[src/rtl/mux_arb_n_1.sv]
// N-input registered arbitrating multiplexer with valid/ready on every channel.
// Define MUX_ARB_RR_EN for round-robin arbitration; otherwise the lowest-index requester wins.
module mux_arb_n_1 #(
    parameter int WIDTH = 5,
    parameter int N     = 4,
    parameter int SW    = 2
) (
    input  logic                 clk,
    input  logic                 rst_n,
    input  logic [N*WIDTH-1:0]   X,
    input  logic [N-1:0]         in_valid,
    output logic [N-1:0]         in_ready,
    output logic [WIDTH-1:0]     Y,
    output logic [SW-1:0]        SEL,
    output logic                 out_valid,
    input  logic                 out_ready
);

    if ((N < 2) || (N > 16) || ((2 ** SW) < N)) begin : g_param_check
        $error("mux_arb_n_1: N must be 2..16 and 2**SW must cover N");
    end

    logic                 load_s;
    logic                 any_s;
    logic [N-1:0]         grant_s;
    logic [SW-1:0]        win_s;
    logic [WIDTH-1:0]     win_data_s;

    logic [WIDTH-1:0]     y_q;
    logic [WIDTH-1:0]     y_d;
    logic [SW-1:0]        sel_q;
    logic [SW-1:0]        sel_d;
    logic                 valid_q;
    logic                 valid_d;

`ifdef MUX_ARB_RR_EN
    logic [SW-1:0]        ptr_q;
    logic [SW-1:0]        ptr_d;
`endif

    assign load_s = !valid_q || out_ready;

    // Arbitration: first requester found, scanning upward from the search start.
    always_comb begin
        int idx_v;
        idx_v      = 0;
        any_s      = 1'b0;
        grant_s    = '0;
        win_s      = '0;
        win_data_s = '0;
        for (int k = 0; k < N; k++) begin
`ifdef MUX_ARB_RR_EN
            // Wrap on N, not on 2**SW, so unused index codes are never visited.
            idx_v = int'(ptr_q) + k;
            if (idx_v >= N) begin
                idx_v = idx_v - N;
            end else begin
                idx_v = idx_v;
            end
`else
            idx_v = k;
`endif
            if (!any_s && in_valid[idx_v]) begin
                any_s          = 1'b1;
                grant_s[idx_v] = 1'b1;
                win_s          = SW'(idx_v);
                win_data_s     = X[idx_v*WIDTH +: WIDTH];
            end else begin
                any_s = any_s;
            end
        end
    end

    // Handshake back to producers; nothing is accepted while reset is held.
    always_comb begin
        if (rst_n && load_s) begin
            in_ready = grant_s;
        end else begin
            in_ready = '0;
        end
    end

    // Output-stage next state: load winner, go idle, or hold under backpressure.
    always_comb begin
        y_d     = y_q;
        sel_d   = sel_q;
        valid_d = valid_q;
`ifdef MUX_ARB_RR_EN
        ptr_d   = ptr_q;
`endif
        if (load_s) begin
            if (any_s) begin
                y_d     = win_data_s;
                sel_d   = win_s;
                valid_d = 1'b1;
`ifdef MUX_ARB_RR_EN
                if (win_s == SW'(N - 1)) begin
                    ptr_d = '0;
                end else begin
                    ptr_d = win_s + SW'(1);
                end
`endif
            end else begin
                valid_d = 1'b0;
            end
        end else begin
            valid_d = valid_q;
        end
    end

    // Output stage registers.
    always_ff @(posedge clk or negedge rst_n) begin
        if (!rst_n) begin
            y_q     <= '0;
            sel_q   <= '0;
            valid_q <= 1'b0;
        end else begin
            y_q     <= y_d;
            sel_q   <= sel_d;
            valid_q <= valid_d;
        end
    end

`ifdef MUX_ARB_RR_EN
    // Round-robin search start.
    always_ff @(posedge clk or negedge rst_n) begin
        if (!rst_n) begin
            ptr_q <= '0;
        end else begin
            ptr_q <= ptr_d;
        end
    end
`endif

    assign Y         = y_q;
    assign SEL       = sel_q;
    assign out_valid = valid_q;

endmodule

[config.mk]
export PLATFORM = sky130hd
export DESIGN_NAME = mux_arb_n_1
export DESIGN_NICKNAME = d
export VERILOG_FILES = /design/src/rtl/mux_arb_n_1.sv
export SDC_FILE = /design/constraint.sdc
export NUM_CORES = 1
export LEC_CHECK = 0
export ABC_AREA = 1
export BUFFER_PORTS_ARGS = -buffer_cell sky130_fd_sc_hd__buf_2
export CELL_PAD_IN_SITES_DETAIL_PLACEMENT = 2
export CELL_PAD_IN_SITES_GLOBAL_PLACEMENT = 2
export CORE_MARGIN = 3
export CORE_UTILIZATION = 18
export DETAILED_ROUTE_END_ITERATION = 8
export PLACE_DENSITY_LB_ADDON = 0.1
export SLEW_MARGIN = 15
export SYNTH_ARGS = -nofsm -noshare
export SYNTH_HDL_FRONTEND = slang
export SYNTH_SLANG_ARGS = --single-unit
[constraint.sdc]
create_clock -name clk -period 0.9 [get_ports clk]
set_input_delay 0.09 -clock clk [delete_from_list [all_inputs] [get_ports clk]]
set_output_delay 0.09 -clock clk [all_outputs]
set_load 0.02 [all_outputs]
Word-level counts from Yosys, hierarchy flattened --
Index checks and enable logic that the tools add are counted.
Word-level totals: input bits 27, word-level logic and storage cells 29, output and inout bits 12, register bits after elaboration 8
Operators by class: reduce and logical (&&, ||, !) cells 10, muxes and demuxes 16
Operators by type and width (count):
- 5-bit two-way mux | 4
- 1-bit two-way mux | 9
- 1-bit logical AND | 4
- 1-bit zero test | 4
- 2-bit two-way mux | 2
- 4-bit two-way mux | 1
- 2-bit AND reduction | 1
- 1-bit logical OR | 1

Longest topological paths before layout --
depth after elaboration 11, depth in mapped cells 9, depth with buffers taken out 8

Least setup slack after synthesis --
No wires, ideal clock.
path type register -> output, start reg valid_q (netlist: out_valid), end out in_ready[3], buffers on the path 0, cell stages (with the launch flop) 4, arrival time 1.440 ns, data required time 0.810 ns, path slack -0.630 ns, path through dfrtp_1 > nand2_1 > nand2_1 > nor4_1
Between the ends: cells in the longest elaborated chain, start to end 4
RTL lines:
- start, declared | line 33 | logic valid_q;
- start signal, assigned | line 120 | valid_q <= valid_d;
- 1-bit zero test | line 41 | assign load_s = !valid_q || out_ready;
- 1-bit logical OR | line 41
- 1-bit logical AND | line 76 | if (rst_n && load_s) begin
- 4-bit two-way mux | line 76
- end, declared | line 12 | output logic [N-1:0] in_ready,
Every way passes these cells.

Worst setup path in the final report --
Same ends and word-level chain as after synthesis.

==> results.json <==
{
  "floorplan.initialDensity_pct": 19.6,
  "dominant_combinational_cell_family_by_area_after_synthesis": "simple AND/OR/NAND/NOR gates",
  "finalInstanceArea_um2": 1140,
  "cts_root_buffer": "sky130_fd_sc_hd__clkbuf_4",
  "ios": 39,
  "layout-drive-gt1-share_pct": 51.1,
  "synth_nets": 112,
  "place_area_um2": 981,
  "clock_sink_count": 8,
  "groute.usage.overall_pct": 12.6,
  "peakVddDrop_uv": 360,
  "timing_hold_violations_final": 0,
  "remaining_drc_errors": 0,
  "timing.critical_path.required_ns": 0.81,
  "dr.pass1.iters": 5,
  "synth_simple_gate_area_share_pct": 51.6,
  "synth-compound-area-share_pct": 2.41,
  "routabilityCongestion": 0.762,
  "worst_min_delay_path_category": "primary input to flip-flop",
  "syn-instance-count": 85,
  "period_minus_slack_ns": 1.24,
  "worstPathMaxFanout": 4,
  "worst_setup_path_end_kind": "output pin",
  "cp_data_arrival_time_ns": 1.15,
  "x_dimension_of_the_die_um": 64.8,
  "htree_num_levels": 1,
  "die_height_um": 64.8,
  "clk_latency_ns": 0.26,
  "yosys.area_share.xor_xnor_pct": 0,
  "floorplan.core_area_um2": 3180,
  "p_per_area_nw_per_um2": 1180,
  "setup_viol": 12,
  "max-slew-margin-rel_pct": 82.7,
  "via_per_inst": 4.15,
  "clock_tree_from_tritoncts": "built",
  "ff2ff_setup_slack_ns": -0.12,
  "met3_usage_pct": 3.29,
  "initial_antenna_violation_count": 0,
  "drt_iter0_markers": 9,
  "busiest_layer": "met2",
  "post_synthesis_sequential_area_ratio_pct": 32.1,
  "maximum_number_of_pins_on_one_net_before_global_route_repair": 11,
  "clk_pin_slew_ns": 0.06,
  "grt_first_pass_wirelength_um": 4130,
  "placed_instances": 175,
  "worstSetupStartpointType": "flip-flop",
  "drt_wl_total_um": 2260,
  "dpl_worst_slack_ns": -0.158,
  "use_met2_pct": 22.9,
  "mux_share_of_post_synthesis_cell_area_pct": 0,
  "violations": "negative setup slack",
  "fin_crit_sh_pct": 138,
  "wire_per_inst_um": 12.2,
  "ctsLongestPathBuffers": 2,
  "place_hpwl_um": 1920,
  "skew_ns": 0.0125,
  "yosys.area_share.adder_pct": 0,
  "antenna-diode-count": 0,
  "rsz0062_at_grt": "true",
  "finalNetCount": 169,
  "die_area_um2": 4200,
  "syn_area_um2": 623,
  "cts_made_buffers": 3,
  "timing_worst_setup_path_type": "flip-flop to output pin",
  "max-cap-violations": 0,
  "globalRouteOverflowTotal": 0,
  "timing_max_transition_violations_final": 0,
  "worst_max_slew_pin_slew_ns": 0.259,
  "postLayoutSetupSlackWorst_ns": -0.339,
  "final.fill_count": 391,
  "clock.fmax_mhz": 807,
  "first_global_vias": 903,
  "dr_total_vias": 767,
  "portBuffers": 38,
  "ant_nets": 0,
  "areaGrowthSynthToFinish_pct": 83.5,
  "ys_seq_elements": 8,
  "gr-usage-met1_pct": 14.5,
  "fin_setup_tns_ns": -2.05,
  "syn_avg_cell_area_um2": 7.33,
  "power_leakage_nw": 0.609,
  "fin_worst_hold_slack_ns": 0.199,
  "yosys_warns": 0,
  "finalNonFillerCells": 185,
  "outcome": "complete, but fails checks",
  "rows": 20,
  "synth_cell_types": 20
}
per-layer routing:
layer | share of wire (%) | up-vias
met2 | 54 | 24
met1 | 42 | 358
li1 | - | 385
met5 | 0 | -
met3 | 4.3 | 0
met4 | 0 | 0
timing repair:
| action | 4_1_cts | 5_1_grt |
|---|---|---|
| endpoints found under the hold margin | 8 | 0 |
| resized for setup | 17 | 9 |
| setup endpoints to repair | 15 | 20 |
| pin swaps | 3 | 2 |
| hold buffers | 1 | 0 |
| setup buffers | 2 | 3 |
critical path: stages, from the launching register on:
cell and delay (ns):
sky130_fd_sc_hd__dfrtp_2 0.42, sky130_fd_sc_hd__nand2_4 0.09, sky130_fd_sc_hd__nand2_8 0.07, sky130_fd_sc_hd__nor4_4 0.13, sky130_fd_sc_hd__buf_4 0.18
final timing paths:
path                                     to  startpoint  cells after the start
worst max register to register       SEL[0]   out_valid                      5
worst max-delay path            in_ready[3]   out_valid                      4
worst min register to register         Y[0]        Y[0]                      2
min in group asynchronous            SEL[1]       rst_n                      3
max in group asynchronous              Y[4]       rst_n                      3
worst min-delay path                   Y[1]       X[11]                      5
power by group:
| group | switching, mW | internal, mW |
|---|---|---|
| sequential | 0.0374 | 0.410 |
| clock | 0.136 | 0.170 |
| combinational | 0.306 | 0.289 |
Yosys cell counts (all sizes together):
master | count | share of area [%]
nand2 | 32 | 26
nand3 | 15 | 12
inv | 12 | 9.6
dfrtp | 8 | 32
nand4 | 5 | 5.0
nor2 | 4 | 6.2
buf | 3 | 4.2
nor3 | 2 | 1.6
o21ai | 2 | 1.6
a21oi | 1 | 0.80
nor4 | 1 | 1.0
logic make-up after synthesis:
| kind of cell | count (synthesis) |
|---|---|
| buffers and inverters | 15 |
| flip-flops | 8 |
| AO/OA/AOI/OAI | 3 |
| AND/OR/NAND/NOR | 59 |
layout make-up:
cell class / count / area, um2 / share of cell area, %
Tap cell: 44 / 55.1 / 4.81
Timing Repair Buffer: 55 / 395 / 34.6
Sequential cell: 8 / 201 / 17.6
Clock buffer: 4 / 26.3 / 2.30
Multi-Input combinational cell: 62 / 405 / 35.4
Inverter: 12 / 60.1 / 5.25
sequential cells by signal, summed over array words and instances (netlist names):
register / cells
SEL: 2
out_valid: 1
Y: 5
per-stage QoR:
stage | total power, mW | utilization (%)
after floorplan | 0.724 | -
after global placement | 0.915 | 30.9
after detailed placement | 0.928 | 30.9
after CTS | 1.31 | 34.4
after global routing | 1.46 | 36.0
final | 1.35 | 36.0
layout by cell type, fill, tap and decap left out:
| cell | netlist | final |
|---|---|---|
| sky130_fd_sc_hd__nand3_1 | 15 | 15 |
| sky130_fd_sc_hd__dlygate4sd3_1 | 0 | 1 |
| sky130_fd_sc_hd__o21ai_0 | 1 | 1 |
| sky130_fd_sc_hd__nor3_4 | 0 | 2 |
| sky130_fd_sc_hd__inv_6 | 1 | 1 |
| sky130_fd_sc_hd__nand2_8 | 2 | 3 |
| sky130_fd_sc_hd__dfrtp_1 | 8 | 7 |
| sky130_fd_sc_hd__a21oi_1 | 1 | 1 |
| sky130_fd_sc_hd__nand2_1 | 29 | 27 |
| sky130_fd_sc_hd__inv_1 | 9 | 9 |
| sky130_fd_sc_hd__clkbuf_1 | 0 | 1 |
| sky130_fd_sc_hd__inv_4 | 1 | 1 |
| sky130_fd_sc_hd__nor2_1 | 2 | 1 |
| sky130_fd_sc_hd__nand4_1 | 5 | 5 |
| sky130_fd_sc_hd__inv_8 | 1 | 1 |
| sky130_fd_sc_hd__buf_4 | 2 | 16 |
| sky130_fd_sc_hd__nand2_4 | 1 | 2 |
| sky130_fd_sc_hd__buf_2 | 0 | 26 |
| sky130_fd_sc_hd__clkbuf_4 | 0 | 3 |
| sky130_fd_sc_hd__buf_6 | 1 | 12 |
| sky130_fd_sc_hd__nor4_4 | 0 | 1 |
| sky130_fd_sc_hd__dfrtp_2 | 0 | 1 |
| sky130_fd_sc_hd__o21ai_1 | 1 | 1 |
| sky130_fd_sc_hd__nor2_8 | 1 | 1 |
| sky130_fd_sc_hd__nor2_4 | 1 | 2 |
Power figures use the tool's default switching activity.
